[src/rtl/reg_file_param.sv]
// reg_file_param: 2-read/1-write register file for cipher key/state storage.
// Latency: registered reads (1 cycle) with write-first bypass; clear sweep of DEPTH cycles.
// Backpressure: busy high during sweep; writes then (or out of range) are dropped and flagged on wr_err.
// Optional parity: define REGFILE_PARITY_EN for per-entry even parity plus inj_perr/rdN_perr ports.
module reg_file_param #(
  parameter int WIDTH = 9,
  parameter int DEPTH = 4,
  localparam int AW = $clog2(DEPTH)
) (
  input  logic             clk,
  input  logic             rst,
  input  logic             clr,
  input  logic             wr_en,
  input  logic [AW-1:0]    wr_addr,
  input  logic [WIDTH-1:0] wr_data,
  input  logic [AW-1:0]    rd0_addr,
  input  logic [AW-1:0]    rd1_addr,
  output logic [WIDTH-1:0] rd0_data,
  output logic [WIDTH-1:0] rd1_data,
  output logic             rd0_valid,
  output logic             rd1_valid,
  output logic             busy,
  output logic             wr_err
`ifdef REGFILE_PARITY_EN
  ,
  input  logic             inj_perr,
  output logic             rd0_perr,
  output logic             rd1_perr
`endif
);

  localparam logic [AW:0]   LP_DEPTH = (AW+1)'(DEPTH);
  localparam logic [AW-1:0] LP_LAST  = AW'(DEPTH - 1);
  localparam logic [AW-1:0] LP_ONE   = AW'(1);

  typedef enum logic {ST_SWEEP, ST_IDLE} state_t;

  state_t           r_state;
  logic [AW-1:0]    r_cnt;
  logic [WIDTH-1:0] r_mem [DEPTH];
  logic [DEPTH-1:0] r_vld;
`ifdef REGFILE_PARITY_EN
  logic [DEPTH-1:0] r_par;
  logic             w_rd0_perr;
  logic             w_rd1_perr;
`endif

  logic             w_busy;
  logic             w_wr_acc;
  logic [WIDTH-1:0] w_rd0_dat;
  logic [WIDTH-1:0] w_rd1_dat;
  logic             w_rd0_vld;
  logic             w_rd1_vld;

  assign w_busy   = (r_state == ST_SWEEP);
  assign busy     = w_busy;
  assign w_wr_acc = wr_en && !w_busy && ({1'b0, wr_addr} < LP_DEPTH);

  // Sweep FSM: rst/clr (re)start at entry 0, leave after the last entry is cleared
  always_ff @(posedge clk) begin
    if (rst || clr) begin
      r_state <= ST_SWEEP;
      r_cnt   <= '0;
    end else if (r_state == ST_SWEEP) begin
      if (r_cnt == LP_LAST) begin
        r_state <= ST_IDLE;
        r_cnt   <= '0;
      end else begin
        r_cnt <= r_cnt + LP_ONE;
      end
    end
  end

  // Storage update: sweep clears one entry per cycle, otherwise accept writes
  always_ff @(posedge clk) begin
    if (rst) begin
      r_vld <= '0;
    end else if (w_busy) begin
      if (!clr) begin
        r_mem[r_cnt] <= '0;
        r_vld[r_cnt] <= 1'b0;
`ifdef REGFILE_PARITY_EN
        r_par[r_cnt] <= 1'b0;
`endif
      end
    end else if (w_wr_acc) begin
      r_mem[wr_addr] <= wr_data;
      r_vld[wr_addr] <= 1'b1;
`ifdef REGFILE_PARITY_EN
      r_par[wr_addr] <= (^wr_data) ^ inj_perr;
`endif
    end
  end

  // Read selection: write-first bypass, else stored entry if valid and not sweeping
  always_comb begin
    w_rd0_dat = '0;
    w_rd0_vld = 1'b0;
    w_rd1_dat = '0;
    w_rd1_vld = 1'b0;
`ifdef REGFILE_PARITY_EN
    w_rd0_perr = 1'b0;
    w_rd1_perr = 1'b0;
`endif
    if (w_wr_acc && (wr_addr == rd0_addr)) begin
      w_rd0_dat = wr_data;
      w_rd0_vld = 1'b1;
    end else if (!w_busy && ({1'b0, rd0_addr} < LP_DEPTH) && r_vld[rd0_addr]) begin
      w_rd0_dat = r_mem[rd0_addr];
      w_rd0_vld = 1'b1;
`ifdef REGFILE_PARITY_EN
      w_rd0_perr = r_par[rd0_addr] ^ (^r_mem[rd0_addr]);
`endif
    end
    if (w_wr_acc && (wr_addr == rd1_addr)) begin
      w_rd1_dat = wr_data;
      w_rd1_vld = 1'b1;
    end else if (!w_busy && ({1'b0, rd1_addr} < LP_DEPTH) && r_vld[rd1_addr]) begin
      w_rd1_dat = r_mem[rd1_addr];
      w_rd1_vld = 1'b1;
`ifdef REGFILE_PARITY_EN
      w_rd1_perr = r_par[rd1_addr] ^ (^r_mem[rd1_addr]);
`endif
    end
  end

  // Registered read outputs and one-cycle write-reject pulse
  always_ff @(posedge clk) begin
    if (rst) begin
      rd0_data  <= '0;
      rd1_data  <= '0;
      rd0_valid <= 1'b0;
      rd1_valid <= 1'b0;
      wr_err    <= 1'b0;
`ifdef REGFILE_PARITY_EN
      rd0_perr  <= 1'b0;
      rd1_perr  <= 1'b0;
`endif
    end else begin
      rd0_data  <= w_rd0_dat;
      rd1_data  <= w_rd1_dat;
      rd0_valid <= w_rd0_vld;
      rd1_valid <= w_rd1_vld;
      wr_err    <= wr_en && !w_wr_acc;
`ifdef REGFILE_PARITY_EN
      rd0_perr  <= w_rd0_perr;
      rd1_perr  <= w_rd1_perr;
`endif
    end
  end

endmodule
[config.mk]
export PLATFORM = sky130hd
export DESIGN_NAME = reg_file_param
export DESIGN_NICKNAME = d
export VERILOG_FILES = /design/src/rtl/reg_file_param.sv
export SDC_FILE = /design/constraint.sdc
export NUM_CORES = 1
export LEC_CHECK = 0
export ABC_AREA = 0
export ABC_CLOCK_PERIOD_IN_PS = 3600
export CAP_MARGIN = 20
export CORE_MARGIN = 10
export CORE_UTILIZATION = 51
export DETAILED_ROUTE_END_ITERATION = 8
export GPL_TIMING_DRIVEN = 0
export PLACE_DENSITY = 0.86
export SLEW_MARGIN = 20
export SYNTH_ARGS = -nofsm -noshare
export SYNTH_HDL_FRONTEND = slang
export SYNTH_SLANG_ARGS = --single-unit
[constraint.sdc]
create_clock -name clk -period 3.6 [get_ports clk]
set_clock_uncertainty 0.1 [all_clocks]
set_input_delay 0.72 -clock clk [delete_from_list [all_inputs] [get_ports clk]]
set_output_delay 0.72 -clock clk [all_outputs]
set_load 0.02 [all_outputs]
==> out/summary.txt <==
Hold Path Origin - r_vld[1]
Syn Area/Cell - 14.3 um^2
Synthesized cell area - 3070 um^2
RD Place Congestion - 0.798
Min Tclk post-route - 2.81 ns
Post-synth EDFFs - 36
Max Slew Vio Count - 0
Post-DP HPWL - 4.80 mm
Count leader, synth - edfxtp_1
FF/Latch Area - 1640 um^2
Footprint of the multi-input gates - 1260 um^2
Critical path's largest stage delay - 0.49 ns
Post-cts gate resize count - 0
Worst Path Max Fanout - 10
Clock sink total - 64
Area growth syn-to-layout - 21.8%
Die Span Y - 97.6 um
Starting density of the core - 52.2%
Tcrit/Tclk final - 78.2%
Post-CTS Hold Fix Bufs - 0
Top cell type's share of synthesized area - 35.2%
Prevailing post-synth register cell - edfxtp_1
Endpoints failing hold - 0
Sequential fraction of design power - 52.9%
R2r endpoint - r_mem[0][3]
Starting DRT DRC Count - 132
Syn nets - 238
CP arrival - 2.76 ns
RSZ-0062 raised after global routing - false
Internal power - 1.14 mW
Pwr Density - 392 nW/um^2
I/O Buffers - 38
Total core area - 5890 um^2
Crit end category - register
DIE AREA - 9530 um^2
Ratio of cells with drive above 1 in the final layout - 24.1%
CP delay by family, top - simple AND/OR/NAND/NOR gates
Yosys warnings - 0
Vias/cell - 5.61
Final ANT Viol Nets - 0
Endpoints failing setup - 0
CP required - 3.55 ns
Worst Hold Class - reg2reg
N_diodes - 0
Site Rows - 28
Leading area contributor after synthesis - edfxtp_1
DRC - 0
Asr flop ratio synth - 0%
Sw frac - 22.3%
Slew HR - 37.3%
WS Path Type - in2reg
I/O Pins - 41
Clock Tree Root - clkbuf_8
Clock slew at reported path FFs - 0.06 ns
Total power - 1.47 mW
All-layer global routing usage - 14.9%
TritonCTS clock tree - built
FF-to-FF path depth - 5
Synth top cells by count - 36 x edfxtp_1, 28 x dfxtp_1, 17 x mux4_2
Fin util - 63.6%
Peak VDD IR - 0.204 mV
Nets - 288
Post-synthesis cell type count - 33
Worst reg-to-reg setup slack - 1.17 ns
CTS Buffer Depth - 2
Worst Hold Endpoint - r_vld[1]
Main area contributors after synthesis - edfxtp_1 35%, dfxtp_1 18%, mux4_2 12%
Max Fclk - 355 MHz
Die width - 97.6 um
DR vias - 1935
WHS Path Cells - 2
Crit start category - input pin
First-pass DRT Iterations - 4
Routed WL - 6.79 mm
CP max stage cell - clkdlybuf4s50_1
Comb pwr share - 7.8%
TritonCTS buffer count - 9
Global-route wire length before repair - 11.2 mm
Vias in the first global route - 2150
Leakage - 1.25 nW
Fillers - 444
WL/cell - 19.7 um
Net switching power - 0.327 mW
Worst path bufs/invs - 2
Post-CTS Setup Inserts - 0
Flops & latches, synth - 64
Seq/Total Area, Yosys - 53.4%
Worst skew pair latency - 0.34 ns
Clock power share - 39.3%
Outcome - finished clean
Max-cap violations - 0
Initial antenna violation count - 0
Crit-path cells - clkdlybuf4s50_1, nand2_1, nor2_4, mux2i_1, nor3b_2, buf_4
Final setup TNS - 0 ns
Cells after synthesis - 215
Largest net degree at the start of global routing - 11
Htree depth - 3
Worst Tran Pin Value - 0.939 ns
Worst r2r src - r_state
Total global routing overflow - 0
-- power groups by stage --
stage	clock network [mW]	logic [mW]	registers (mW)
after floorplan	0	0.0706	0.792
after global placement	0	0.109	0.791
after detailed placement	0	0.113	0.792
after CTS	0.586	0.114	0.776
after global routing	0.620	0.123	0.776
final	0.577	0.115	0.776
-- cell usage in the layout, fill, tap and decap left out, types with 3 or more instances in the layout --
master           instances
clkdlybuf4s50_1         38
edfxtp_1                36
dfxtp_1                 28
mux4_2                  17
o32ai_2                 16
clkinv_1                16
and2_1                  11
nand2b_1                11
clkbuf_8                 9
inv_1                    8
clkbuf_1                 8
nor2_1                   7
nand2_1                  6
mux2i_1                  6
a21oi_1                  5
nor3_1                   5
buf_4                    5
xnor2_1                  4
ha_1                     4
nand2_4                  3
-- final cells by class --
cell class	count	area share [%]
sequential	64	43.8
multi-input combinational	115	33.8
timing repair buffer	39	10.4
clock buffer	11	3.51
buffer	14	2.54
tap	75	2.51
inverter	22	2.21
clock inverter	5	1.27
-- flip-flops by register name, indices dropped and copies added (netlist names) --
signal / count
rd0_valid: 1
wr_err: 1
rd0_data: 9
r_state: 1
r_vld: 4
r_mem: 36
r_cnt: 2
rd1_valid: 1
rd1_data: 9
-- tightest hold or removal path, delay by kind of cell, from the launching register on --
| family | cells | cell delay (ns) |
|---|---|---|
| simple gates | 1 | 0.07 |
| compound gates | 1 | 0.07 |
| flops | 1 | 0.36 |
-- worst max-delay path by stage --
stage,from,end,slack (ns),cells past startpoint
final,wr_en,r_mem[0][3],0.79,6
after global routing,wr_en,r_mem[0][3],0.63,6
after CTS,wr_en,r_mem[0][0],0.83,6
after detailed placement,wr_en,r_mem[0][0],0.50,6
after global placement,wr_en,r_mem[0][0],-0.09,5
after floorplan,wr_en,r_mem[0][0],1.09,4
-- layer usage --
layer	vias up	routed length, um	track usage, %
met1	957	2730	16.5
li1	903	-	-
met4	0	202	9.62
met2	58	3530	24.7
met5	-	0	0
met3	17	331	4.13
-- through the flow --
stage          hold WS, ns  area, um^2  worst slack (ns)  cells
2_1_floorplan        0.373        3070              1.09    215
3_3_place_gp         0.394        3550           -0.0859    328
3_5_place_dp         0.411        3570             0.495    329
4_1_cts              0.427        3740             0.833    345
5_1_grt              0.474        3740             0.631    345
6_report             0.431        3740             0.786    345
-- logic make-up (layout without fill, tap and decap cells) --
group,after synthesis,after routing,share of synthesized area [%]
adder cells (fa/ha/maj),4,4,1.63
XOR/XNOR,4,4,1.14
AO/OA/AOI/OAI,29,29,12.0
buffers and inverters,36,91,5.78
flip-flops,64,64,53.4
AND/OR/NAND/NOR,54,54,10.8
multiplexers,24,24,15.3
Power figures use the tool's default switching activity.
